**config.mk**
```make
export PLATFORM = sky130hd
export DESIGN_NAME = seg7_count_display
export DESIGN_NICKNAME = d
export VERILOG_FILES = /design/src/rtl/seg7_count_display.sv
export SDC_FILE = /design/constraint.sdc
export NUM_CORES = 1
export LEC_CHECK = 0
export CAP_MARGIN = 20
export CORE_MARGIN = 5
export CORE_UTILIZATION = 32
export CTS_CLUSTER_SIZE = 20
export DETAILED_ROUTE_END_ITERATION = 16
export MAX_ROUTING_LAYER = met4
export SLEW_MARGIN = 20
export SYNTH_ARGS = -nofsm -noshare
export SYNTH_HDL_FRONTEND = slang
export SYNTH_SLANG_ARGS = --single-unit
```
**constraint.sdc**
```tcl
create_clock -name clk -period 3 [get_ports clk]
set_input_delay 0.6 -clock clk [delete_from_list [all_inputs] [get_ports clk]]
set_output_delay 0.6 -clock clk [all_outputs]
set_load 0.03 [all_outputs]
```
**src/rtl/seg7_count_display.sv**
```systemverilog
// Four-digit common-anode seven-segment driver showing a 4-bit count as decimal 0..15.
// The count is snapshotted once per refresh frame so a frame never mixes two values.
module seg7_count_display #(
  parameter int REFRESH_DIV = 100000,
  parameter bit BLANK_LZ    = 1'b1
) (
  input  logic       clk,
  input  logic       rst,
  input  logic [3:0] count,
  output logic [3:0] an,
  output logic [6:0] seg,
  output logic       dp,
  output logic       frame
);

  localparam int             PW   = (REFRESH_DIV > 1) ? $clog2(REFRESH_DIV) : 1;
  localparam logic [PW-1:0]  PMAX = PW'(REFRESH_DIV - 1);
  localparam logic [PW-1:0]  PONE = PW'(1);
  localparam logic [6:0]     SEG_OFF = 7'b1111111;
  localparam logic [3:0]     AN_OFF  = 4'b1111;

  logic [PW-1:0] r_presc;
  logic [1:0]    r_idx;
  logic [3:0]    r_snap;
  logic          r_frame;
  logic [3:0]    r_an;
  logic [6:0]    r_seg;

  logic          w_tick;
  logic          w_tens;
  logic [3:0]    w_ones;

  function automatic logic [6:0] f_pat(input logic [3:0] d);
    case (d)
      4'd0:    f_pat = 7'b1000000;
      4'd1:    f_pat = 7'b1111001;
      4'd2:    f_pat = 7'b0100100;
      4'd3:    f_pat = 7'b0110000;
      4'd4:    f_pat = 7'b0011001;
      4'd5:    f_pat = 7'b0010010;
      4'd6:    f_pat = 7'b0000010;
      4'd7:    f_pat = 7'b1111000;
      4'd8:    f_pat = 7'b0000000;
      4'd9:    f_pat = 7'b0010000;
      default: f_pat = 7'b1111111;
    endcase
  endfunction

  assign w_tick = (r_presc == PMAX);
  assign w_tens = (r_snap >= 4'd10);
  assign w_ones = w_tens ? (r_snap - 4'd10) : r_snap;

  always_ff @(posedge clk or negedge rst) begin
    if (!rst) r_presc <= '0;
    else      r_presc <= w_tick ? '0 : (r_presc + PONE);
  end

  // Index wraps 3->0 naturally; the capture shares that same tick edge.
  always_ff @(posedge clk or negedge rst) begin
    if (!rst) begin
      r_idx   <= 2'd0;
      r_snap  <= 4'd0;
      r_frame <= 1'b0;
    end else begin
      r_frame <= w_tick && (r_idx == 2'd3);
      if (w_tick) r_idx <= r_idx + 2'd1;
      if (w_tick && (r_idx == 2'd3)) r_snap <= count;
    end
  end

  always_ff @(posedge clk or negedge rst) begin
    if (!rst) begin
      r_an  <= AN_OFF;
      r_seg <= SEG_OFF;
    end else begin
      case (r_idx)
        2'd0: begin
          r_an  <= 4'b1110;
          r_seg <= f_pat(w_ones);
        end
        2'd1: begin
          if (!w_tens && BLANK_LZ) begin
            r_an  <= AN_OFF;
            r_seg <= SEG_OFF;
          end else begin
            r_an  <= 4'b1101;
            r_seg <= f_pat({3'b000, w_tens});
          end
        end
        default: begin
          r_an  <= AN_OFF;
          r_seg <= SEG_OFF;
        end
      endcase
    end
  end

  assign an    = r_an;
  assign seg   = r_seg;
  assign frame = r_frame;
  assign dp    = 1'b1;

endmodule

```
=== Word-level counts from Yosys, hierarchy flattened ===
Memories as Yosys holds them, arrays and structs flattened.
Index checks and enable logic that the tools add are counted.

* Memories: 1
* ROM bits: 112
* Bits in registers: 35
* Logic and storage cells: 22

{| class="wikitable"
|+ Memory list
! memory !! depth !! width !! read ports !! clocked after memory_dff !! write ports !! line !! source
|-
| (name not given) || 16 || 7 || 1 || 0 || 0 || 34 || <nowiki>case (d)</nowiki>
|}

* Muxes and demuxes: 6
* Add/sub/neg operators: 3
* Reductions and logical operators: 2
* Order comparisons: 1
* Eq/ne operators: 3

{| class="wikitable"
|+ Operator list
! operator !! count
|-
| adder 17 x 1 -> 17 bit, second input constant || 1
|-
| == test 17 bit, second input constant || 1
|-
| two-way mux 17 bit || 1
|-
| case mux 7 bit (2 select lines) || 1
|-
| case mux 4 bit (2 select lines) || 1
|-
| >= comparator 4 bit, second input constant || 1
|-
| two-way mux 4 bit || 1
|-
| subtractor 4 bit, second input constant || 1
|-
| two-way mux 3 bit || 1
|-
| adder 2 x 1 -> 2 bit, second input constant || 1
|-
| == test 2 x 1 -> 1 bit, second input constant || 1
|-
| == test 2 bit, second input constant || 1
|-
| zero test 2 bit || 1
|-
| two-way mux 2 bit || 1
|-
| logical AND 1 bit || 1
|}

=== Longest topological paths before layout ===
An unclocked memory read counts as a cell.

* Depth in word-level cells: 4
* Depth in mapped cells: 7
* Mapped depth without buffers: 6

=== Worst setup path before layout ===
No wires, ideal clock.

* Kind: register to register
* Start point: register r_presc[12]
* End point: register r_snap[3]
* Path buffers: 0
* Cell stages (with the launch flop): 5
* Arrival: 1.732 ns
* Slack: 1.143 ns
* Period minus slack after synthesis: 1.857 ns
* Data required time: 2.875 ns
* Cell sequence: dfrtp_1 -> or4b_4 -> nor4_4 -> nand2_2 -> mux2_4

* Cells in the longest elaborated chain, start to end: 2

{| class="wikitable"
|+ Ends and longest elaborated chain
! item !! line !! source
|-
| start: declaration || 22 || <nowiki>logic [PW-1:0] r_presc;</nowiki>
|-
| start signal: assignment || 55 || <nowiki>else r_presc <= w_tick ? '0 : (r_presc + PONE);</nowiki>
|-
| == test 17 bit || 49 || <nowiki>assign w_tick = (r_presc == PMAX);</nowiki>
|-
| logical AND 1 bit || 67 || <nowiki>if (w_tick && (r_idx == 2'd3)) r_snap <= count;</nowiki>
|-
| end signal: assignment || 67 ||
|-
| end: declaration || 24 || <nowiki>logic [3:0] r_snap;</nowiki>
|}

Every way passes these cells.
A chain may end at the register's enable or synchronous reset.

=== Worst setup path after layout ===
* Start point: register r_seg[6], in the netlist seg[6]
* End point: output seg[6]

{| class="wikitable"
|+ RTL lines
! item !! line !! source
|-
| start: declaration || 27 || <nowiki>logic [6:0] r_seg;</nowiki>
|-
| start signal: assignment || 79 || <nowiki>r_seg <= f_pat(w_ones);</nowiki>
|-
| start signal: assignment || 87 || <nowiki>r_seg <= f_pat({3'b000, w_tens});</nowiki>
|-
| end: declaration || 11 || <nowiki>output logic [6:0] seg,</nowiki>
|}

No word-level cell between the ends.

==> flow_summary.json <==
{
  "dpl.hpwl_mm": 2.25,
  "slowest_delay_ns": 0.66,
  "clk_latency_ns": 0.29,
  "whs_path_depth": 1,
  "gr-total-overflow": 0,
  "cts.sinks": 33,
  "grt_pass1_wl_mm": 5.41,
  "first_pass_iters": 4,
  "grt_max_degree": 34,
  "period_needed_ns": 2.07,
  "synth.area.top_cells": "dfrtp_1 36%, dfstp_2 14%, ha_1 6.7%",
  "portBuffers": 15,
  "synth_top_area_share_pct": 35.8,
  "ys.flop_type": "dfrtp_1",
  "setup.worst_path.end_class": "output port",
  "vias": 1167,
  "reg2reg_depth": 6,
  "syn_inst": 158,
  "ctsResizeCount": 0,
  "path_class": "flop to output port",
  "hold_path_class": "flop to flop",
  "die_y_um": 82.4,
  "synth_warnings": 0,
  "timing.critical_path.buf_inv": 1,
  "area_delta_synth_final_pct": 18.4,
  "wl_per_cell_um": 12.6,
  "finalHoldViolCount": 0,
  "cts_inserted_buffers": 5,
  "hold_buffers": 0,
  "syn_area_mm2": 0.00168,
  "die_area_mm2": 0.00679,
  "crit_fanout": 1,
  "rsz0062_at_grt": "no",
  "period_share_pct": 68.9,
  "wirelength_mm": 3.14,
  "grt_antenna_before_repair": 0,
  "crit_chain": "clkdlybuf4s50_1",
  "crit_cells": 1,
  "required_ns": 2.40,
  "cpLargestDelayFamily": "buffers and inverters",
  "synth.avg_cell_area_um2": 10.6,
  "cap_violations": 0,
  "tritoncts": "done",
  "die_x_um": 82.4,
  "yosysSeqAreaShare_pct": 49.9,
  "initial_core_util_pct": 32.8,
  "grt_usage_pct": 10.9,
  "max_freq_ghz": 0.484,
  "drc": 0,
  "core_area_mm2": 0.00511,
  "ys_ff_latch": 33,
  "synth.largest_area_cell": "dfrtp_1",
  "n_antenna_cell": 0,
  "yosysUniqueCellTypes": 39,
  "h-tree-depth": 2,
  "status": "finished, final reports clean",
  "slew_headroom_pct": 63.2,
  "ios": 19,
  "skew_ns": 0.0121,
  "finalSetupTns_ns": 0,
  "nNetsFinal": 194,
  "startpoint_type": "flop",
  "maxSlewViolCount": 0,
  "clk_path_buf_depth": 2,
  "critical_path.slowest_cell": "clkdlybuf4s50_1",
  "p_per_area_mw_per_mm2": 409,
  "drt_iter0_markers": 19,
  "cp.arrival_ns": 1.47,
  "via_per_inst": 4.67,
  "cts_root_buf": "clkbuf_8",
  "gp_routability_congestion": 0.846,
  "finalSetupViolCount": 0,
  "power_mw": 0.811,
  "rows": 26,
  "vdd_drop_max_uv": 212,
  "leakage_nw": 0.875,
  "grt_pass1_vias": 1203,
  "clkTransAtPathRegs_ns": 0.07,
  "fin_util_pct": 38.9,
  "worstMarginPinSlew_ns": 0.546,
  "synthArstFlopShare_pct": 100,
  "synth_edf_count": 0,
  "cts_setup_buffers": 0,
  "drive_gt1_share_pct": 13.9,
  "ant_nets": 0
}
synthesized netlist by cell type (all sizes together) (2+ instances only):
master	instances
o21ai	11
or4b	2
nor3	7
o21a	3
and3	3
xnor2	10
dfstp	9
dfrtp	24
nor4	5
buf	4
xor2	5
nand2	8
or2	3
nor2	9
inv	8
ha	9
nand4	4
a21oi	4
nand2b	2
a211oi	2
nor2b	3
and4	2
nand3	9
worst paths after layout:
| kind | from | endpoint | slack [ns] |
|---|---|---|---|
| max in group asynchronous | rst | an[0] | 1.96 |
| worst max register to register | r_presc[0] | r_snap[2] | 1.19 |
| worst max-delay path | seg[6] | seg[6] | 0.93 |
| worst min register to register | r_presc[0] | r_presc[0] | 0.52 |
| worst min-delay path | r_presc[0] | r_presc[0] | 0.52 |
| min in group asynchronous | rst | r_snap[0] | 0.71 |
cells by family after synthesis:
family / count (synthesis) / share of synthesized area, %
xor+xnor: 15 / 7.84
flops: 33 / 49.9
other cells: 1 / 0.224
buf+inv: 13 / 3.81
fa+ha+maj: 9 / 6.72
mux: 1 / 0.895
simple gates: 61 / 21.3
compound gates: 25 / 9.25
routing by layer:
metal | share of wire, % | GRT usage [%] | vias to the layer above
li1 | - | - | 588
met4 | 0.96 | 4.49 | 0
met1 | 42 | 11.5 | 555
met5 | 0 | - | -
met3 | 4.7 | 3.47 | 4
met2 | 52 | 18.9 | 20
cell usage in the layout (no fill, tap or decap), drive strengths merged, types with 5 or more instances in the layout:
master and instances:
clkbuf 6, clkdlybuf4s50 15, dfrtp 24, dfstp 9, ha 9, inv 8, nand2 8, nand3 9
nor2 9, nor3 7, nor4 5, o21ai 11, xnor2 10, xor2 5
state kept, by name, summed over array words and instances, names as in the netlist:
signal,flops
frame,1
r_presc,17
an,2
r_idx,2
seg,7
r_snap,4
power by group:
group          total (mW)  internal, mW  switching, mW
registers           0.453         0.451        0.00229
logic              0.0394        0.0150         0.0244
clock network       0.319         0.161          0.158
layout make-up:
type	instances	area, µm²
clock buffers	6	72.6
clock inverters	2	10.0
fillers	531	3120
inverters	8	30.0
multi-input cells	114	783
flip-flops and latches	33	837
well taps	70	87.6
repair buffers	17	165
per-stage QoR:
step | area [µm²] | std cells | hold slack [ns] | setup slack, ns
global route | 1990 | 250 | 0.541 | 0.889
global placement | 1900 | 242 | 0.481 | 1.24
floorplan | 1680 | 160 | 0.304 | 1.14
CTS | 1990 | 250 | 0.519 | 0.919
finish | 1990 | 250 | 0.517 | 0.934
detailed placement | 1900 | 242 | 0.492 | 1.19
Note: power is estimated with default switching activity, not from simulation.
